`src/rtl/wor_array_serializer.sv`:
```
// Captures one masked snapshot of a ROWS x COLS array and streams the selected elements,
// lowest flat index first, over a valid/ready port with an XOR checksum per frame.
module wor_array_serializer #(
    parameter int unsigned ELEM_W = 48,
    parameter int unsigned ROWS   = 5,
    parameter int unsigned COLS   = 2,
    localparam int unsigned N     = ROWS * COLS,
    localparam int unsigned IDX_W = $clog2(N)
) (
    input  logic                  clk,
    input  logic                  rst,
    input  logic                  in_valid,
    output logic                  in_ready,
    input  logic [N*ELEM_W-1:0]   in_data,
    input  logic [N-1:0]          in_mask,
    output logic                  out_valid,
    input  logic                  out_ready,
    output logic [ELEM_W-1:0]     out_data,
    output logic [IDX_W-1:0]      out_idx,
    output logic                  out_last,
    output logic                  frame_done,
    output logic [ELEM_W-1:0]     frame_csum
);

    typedef enum logic [1:0] {StIdle, StSend, StDone} state_e;

    state_e              state_q, state_d;
    logic [N*ELEM_W-1:0] data_q;
    logic [N-1:0]        mask_q;
    logic [ELEM_W-1:0]   acc_q;
    logic [ELEM_W-1:0]   csum_q;

    logic [IDX_W-1:0]    sel_idx;
    logic [N-1:0]        sel_onehot;
    logic [ELEM_W-1:0]   sel_elem;
    logic                sel_only;

    // Priority encoder: lowest remaining mask bit wins.
    always_comb begin
        sel_idx = '0;
        for (int k = N - 1; k >= 0; k--) begin
            if (mask_q[k]) sel_idx = IDX_W'(k);
        end
    end

    assign sel_onehot = N'(1) << sel_idx;
    assign sel_elem   = data_q[sel_idx*ELEM_W +: ELEM_W];
    assign sel_only   = (mask_q & (mask_q - N'(1))) == '0;
    assign frame_csum = csum_q;

    always_comb begin
        state_d    = state_q;
        in_ready   = 1'b0;
        out_valid  = 1'b0;
        out_data   = '0;
        out_idx    = '0;
        out_last   = 1'b0;
        frame_done = 1'b0;
        unique case (state_q)
            StIdle: begin
                in_ready = 1'b1;
                if (in_valid) state_d = (in_mask == '0) ? StDone : StSend;
            end
            StSend: begin
                out_valid = 1'b1;
                out_data  = sel_elem;
                out_idx   = sel_idx;
                out_last  = sel_only;
                if (out_ready && sel_only) state_d = StDone;
            end
            StDone: begin
                frame_done = 1'b1;
                state_d    = StIdle;
            end
            default: state_d = StIdle;
        endcase
    end

    always_ff @(posedge clk) begin
        if (rst) begin
            state_q <= StIdle;
            data_q  <= '0;
            mask_q  <= '0;
            acc_q   <= '0;
            csum_q  <= '0;
        end else begin
            state_q <= state_d;
            if (state_q == StIdle && in_valid) begin
                data_q <= in_data;
                mask_q <= in_mask;
                acc_q  <= '0;
                if (in_mask == '0) csum_q <= '0;
            end else if (state_q == StSend && out_ready) begin
                mask_q <= mask_q & ~sel_onehot;
                acc_q  <= acc_q ^ sel_elem;
                // Publish on the last beat so frame_csum is ready during DONE.
                if (sel_only) csum_q <= acc_q ^ sel_elem;
            end
        end
    end

endmodule

```
`config.mk`:
```
export PLATFORM = sky130hd
export DESIGN_NAME = wor_array_serializer
export DESIGN_NICKNAME = d
export VERILOG_FILES = /design/src/rtl/wor_array_serializer.sv
export SDC_FILE = /design/constraint.sdc
export NUM_CORES = 2
export LEC_CHECK = 0
export ABC_AREA = 0
export BUFFER_PORTS_ARGS = -buffer_cell sky130_fd_sc_hd__buf_2
export CORE_MARGIN = 3
export CORE_UTILIZATION = 49
export DETAILED_ROUTE_END_ITERATION = 8
export GPL_ROUTABILITY_DRIVEN = 0
export PLACE_DENSITY = 0.79
export SLEW_MARGIN = 15
export SYNTH_ARGS = -nofsm -noshare
export SYNTH_HDL_FRONTEND = slang
export SYNTH_SLANG_ARGS = --single-unit
```
`constraint.sdc`:
```
create_clock -name clk -period 2.8 [get_ports clk]
set_input_delay 0.42 -clock clk [delete_from_list [all_inputs] [get_ports clk]]
set_output_delay 0.42 -clock clk [all_outputs]
set_load 0.02 [all_outputs]
```
Word level (Yosys, flattened, before mapping)
Index checks and enable logic that the tools add are counted.
{ "classes": {"n_mux": 26, "order_cmp": 0, "add_sub_neg": 1, "shifts": 2, "div": 0, "n_bitwise": 4, "reduce_logical": 11, "n_mul": 1, "n_eq_ne": 5} }
{ "ops": {"columns": ["cell", "count"], "rows": [
  ["480-bit by 11-bit variable part select with 48-bit output", 1],
  ["48-bit 2-to-1 mux", 5],
  ["48-bit bitwise XOR", 1],
  ["4-bit 2-to-1 mux", 11],
  ["10-bit AND", 2],
  ["10-bit zero test", 2],
  ["10-bit 2-to-1 mux", 2],
  ["10-bit NOT", 1],
  ["1-bit by 4-bit << shifter with 10-bit output (first input constant)", 1],
  ["10-bit by 1-bit subtractor with 10-bit output (second input constant)", 1],
  ["4-bit by 2-bit multiplier with 6-bit output (second input constant)", 1],
  ["2-bit 2-to-1 mux", 3],
  ["2-bit != test (second input constant)", 3],
  ["1-bit 2-to-1 mux", 4],
  ["2-bit case mux with 2 select lines", 1],
  ["2-bit nonzero test", 2],
  ["1-bit logical AND", 3],
  ["3-bit AND reduction", 1],
  ["2-bit by 1-bit == test with 1-bit output (second input constant)", 1],
  ["2-bit == test (second input constant)", 1],
  ["2-bit zero test", 1],
  ["2-bit AND reduction", 1],
  ["2-bit OR reduction", 1]
]} }
{ "word_totals": {"romBits": 0, "memories": 0, "latchBits": 0, "regBits": 588, "out_inout_bits": 104, "inputBits": 494, "elab_cells": 55, "mem_bits_rw": 0} }

Logic depth before layout (Yosys ltp)
{ "depth": {"depth_word": 16, "ltp_mapped": 11, "mapped_depth_nobuf": 8} }

Worst setup path after synthesis
No wires, ideal clock.
{ "synth_timing": {"kind": "register to output", "startpoint": "register mask_q[0]", "endpoint": "output port out_data[30]", "t_arrival_ns": 2.812, "path_slack_ns": -0.432, "stages_incl_launch_ff": 11, "n_path_buf": 4, "t_required_ns": 2.380, "cell_sequence": "dfxtp_1 > buf_6 > or4_1 > buf_2 > a21o_1 > nand3_2 > buf_6 > buf_6 > a211oi_1 > or4_4 > nor4_1"} }
{ "synth_between": {"elab_chain_len": 4} }
{ "synth_rtl": {"columns": ["item", "line", "source"], "rows": [
  ["start, declared", "29", "logic [N-1:0] mask_q;"],
  ["start signal, assigned", "90", "mask_q <= in_mask;"],
  ["start signal, assigned", "94", "mask_q <= mask_q & ~sel_onehot;"],
  ["4-bit 2-to-1 mux", "42", "if (mask_q[k]) sel_idx = IDX_W'(k);"],
  ["4-bit by 2-bit multiplier with 6-bit output", "47", "assign sel_elem = data_q[sel_idx*ELEM_W +: ELEM_W];"],
  ["480-bit by 11-bit variable part select with 48-bit output", "47", null],
  ["48-bit 2-to-1 mux", "59", "unique case (state_q)"],
  ["end, declared", "18", "output logic [ELEM_W-1:0] out_data,"]
]} }
Every way passes these cells.

Final worst setup path
{ "layout_timing": {"startpoint": "register mask_q[5]", "endpoint": "output port out_data[30]"} }
{ "layout_between": {"elab_chain_len": 9} }
{ "layout_rtl": {"columns": ["item", "line"], "rows": [
  ["4-bit 2-to-1 mux (6 in series)", "42"],
  ["4-bit by 2-bit multiplier with 6-bit output", "47"],
  ["480-bit by 11-bit variable part select with 48-bit output", "47"],
  ["48-bit 2-to-1 mux", "59"]
]} }
Every way passes these cells.

==> flow_metrics.env <==
export IMPL_first_global_vias=26200
export IMPL_syn_inst=3394
export IMPL_antenna_left=0
export IMPL_synth_adder_area_share_pct=0.0384
export IMPL_first_pass_iters=6
export IMPL_synthXorXnorAreaFrac_pct=0
export IMPL_cp_cell_sequence="buf_6 > nor2_1 > a221oi_4 > buf_4 > nand3_4 > buf_12 > nor2_1 > or4_4 > nor4_4 > buf_4"
export IMPL_grt_overflow=0
export IMPL_drtIter0Drc=3513
export IMPL_violations="negative setup slack"
export IMPL_critical_path_arrival_ps=3190
export IMPL_io_pins=598
export IMPL_fin_nets=4572
export IMPL_numCtsBuffers=59
export IMPL_synth_simple_area_share_pct=28.1
export IMPL_synth_area_per_cell_um2=7.69
export IMPL_num_fill_cells=3852
export IMPL_synth_ff_type="dfxtp_1"
export IMPL_die_w_um=237
export IMPL_dpl_cell_area_mm2=0.0317
export IMPL_synthMuxAreaShare_pct=3.68
export IMPL_finalWorstSetupSlack_ps=-807
export IMPL_yosysTopAreaCellShare_pct=45.1
export IMPL_clock_path_buffers=3
export IMPL_clk_pin_slew_ps=60
export IMPL_clock_sinks=588
export IMPL_synth_edf_count=0
export IMPL_synth_top_family_by_area="simple AND/OR/NAND/NOR gates"
export IMPL_vias=29300
export IMPL_clockRootBuffer="clkbuf_16"
export IMPL_cp_max_fo=12
export IMPL_cts_htree_levels=2
export IMPL_syn_area_mm2=0.0261
export IMPL_relSlewSlack_pct=1.08
export IMPL_min_period_ps=3610
export IMPL_cts_tree="yes"
export IMPL_wire_per_inst_um=22.0
export IMPL_die_y_um=237
export IMPL_outcome="finished, violations left"
export IMPL_rsz0062_at_grt="yes"
export IMPL_portBuffers=597
export IMPL_dp_cells=4588
export IMPL_hold_violations=0
export IMPL_ys_warn_count=0
export IMPL_instances_no_fill=4821
export IMPL_p_per_area_mw_per_mm2=693
export IMPL_setup_violations=91
export IMPL_slowest_stage="or4_4"
export IMPL_clkLatencyLatePin_ps=630
export IMPL_hpwl_um=69700
export IMPL_gr_usage_all_layers_pct=34.1
export IMPL_clock_skew_ps=30.6
export IMPL_leakage_nw=15.4
export IMPL_max_freq_ghz=0.277
export IMPL_area_growth_pct=40.9
export IMPL_start_util_pct=50.1
export IMPL_crit_type="reg2out"
export IMPL_tightestPinTransition_ps=1480
export IMPL_worstPathRequired_ps=2380
export IMPL_ys_seq_elements=588
export IMPL_pre_cts_slack_ps=-180
export IMPL_rows=83
export IMPL_synth_compound_area_share_pct=18.5
export IMPL_start_kind="flip-flop"
export IMPL_ys_types=47
export IMPL_layout_commonest_cell="nand2_1"
export IMPL_syn_num_nets=3888
export IMPL_core_mm2=0.0520
export IMPL_finalMaxSlewViolations=0
export IMPL_ys_top_cells_by_area="dfxtp_1, nand2_1, a21oi_1, clkbuf_1, mux2i_1"
export IMPL_finish_instance_area_mm2=0.0368
export IMPL_via_per_inst=6.07
export IMPL_cap_violations=0
export IMPL_worstHoldPathType="in2reg"
export IMPL_final_cell_mix="nand2_1, dfxtp_1, buf_2"
export IMPL_die_area_mm2=0.0561
export IMPL_antenna_found_initial=21
export IMPL_max_stage_delay_ps=600
export IMPL_grt_max_degree=218
export IMPL_synthArstFlopShare_pct=0
export IMPL_fin_crit_sh_pct=129
export IMPL_setup_worst_path_end_class="primary output"
export IMPL_drc=0
export IMPL_yosys_area_top_type="dfxtp_1"
export IMPL_ys_seq_area_share_pct=45.1
export IMPL_grt_first_pass_wirelength_um=151000
export IMPL_vdd_drop_max_uv=569
export IMPL_wl_um=106000
export IMPL_drive_gt1_share_pct=31.3
-- final timing paths --
path | startpoint | endpoint | slack (ps) | depth (start not counted)
max | mask_q[5]$_SDFFE_PP0P_ | out_data[30] | -810 | 10
min | in_data[271] | data_q[271]$_SDFFE_PP0P_ | 30 | 3
max reg2reg | mask_q[0]$_SDFFE_PP0P_ | frame_csum[26]$_SDFFE_PP0P_ | -500 | 17
min reg2reg | data_q[99]$_SDFFE_PP0P_ | data_q[99]$_SDFFE_PP0P_ | 450 | 2
-- per-stage QoR --
stage	total power [mW]	hold slack, ps	setup TNS, ps	utilization, %
after floorplan	13.0	429	-30.3	-
after global placement	15.6	438	-5320	61.0
after detailed placement	15.8	443	-8220	61.0
after CTS	24.3	0.0296	-37290	67.7
after global routing	26.3	19.2	-45480	70.7
final	25.5	26.1	-38630	70.7
-- where the power goes --
group	leakage, nW	internal, mW	switching [mW]	total [mW]
Combinational	9.63	3.65	4.63	8.28
Sequential	4.82	8.95	0.450	9.40
Clock	0.917	4.41	3.37	7.78
Total	15.4	17.0	8.45	25.5
-- critical path: cells and delay by family (launching register included) --
kind	cells	cell delay, ps
and+or+nand+nor	5	1390
buffers and inverters	4	670
DFF	1	360
AOI/OAI and AO/OA	1	100
-- final cells by class --
cell class	instances	area, um2	share of cell area (%)
clock buffers	88	1690	4.58
diodes	19	47.5	0.129
flip-flops and latches	588	11800	32.1
multi-input cells	2508	15400	41.8
inverters	4	15.0	0.0408
repair buffers	917	6820	18.5
clock inverters	17	174	0.473
well taps	680	851	2.31
-- registers in the layout (all words and copies together), names as in the netlist --
register / count
data_q: 480
acc_q: 48
state_q: 2
mask_q: 10
frame_csum: 48
-- metal layers --
layer / GRT usage, % / vias up / part of all wire, %
met1: 49.3 / 13800 / 41
met3: 6.46 / 351 / 11
met2: 50.3 / 1882 / 43
met4: 12.6 / 6 / 4.7
met5: 0 / - / 0.047
li1: - / 13300 / -
-- cells in the mapped netlist (all sizes together), types with 2 or more instances --
library cell	number
o22ai	48
o21bai	2
o311ai	5
a32oi	48
nor2	163
a31oi	2
buf	32
nor3	4
a2111oi	2
a211oi	97
a21o	2
or4	49
and3	96
nand2	1028
o21a	48
dfxtp	588
a21oi	492
mux2i	96
nand2b	2
and2	4
o211ai	50
or4b	48
nor3b	2
nand3	56
clkbuf	262
or3	49
nor2b	3
a211o	2
nor4	100
inv	4
-- cells by family after synthesis --
group / after synthesis
fa+ha+maj: 1
mux: 96
simple gates: 1607
buf+inv: 298
flops: 588
compound gates: 804
-- repair_timing --
action,CTS,global route
resized for setup,226,204
setup buffers,40,59
gates cloned,11,8
pin swaps,69,85
endpoints found under the hold margin,9,0
hold buffers,9,0
setup endpoints to repair,116,147
Power figures use the tool's default switching activity.
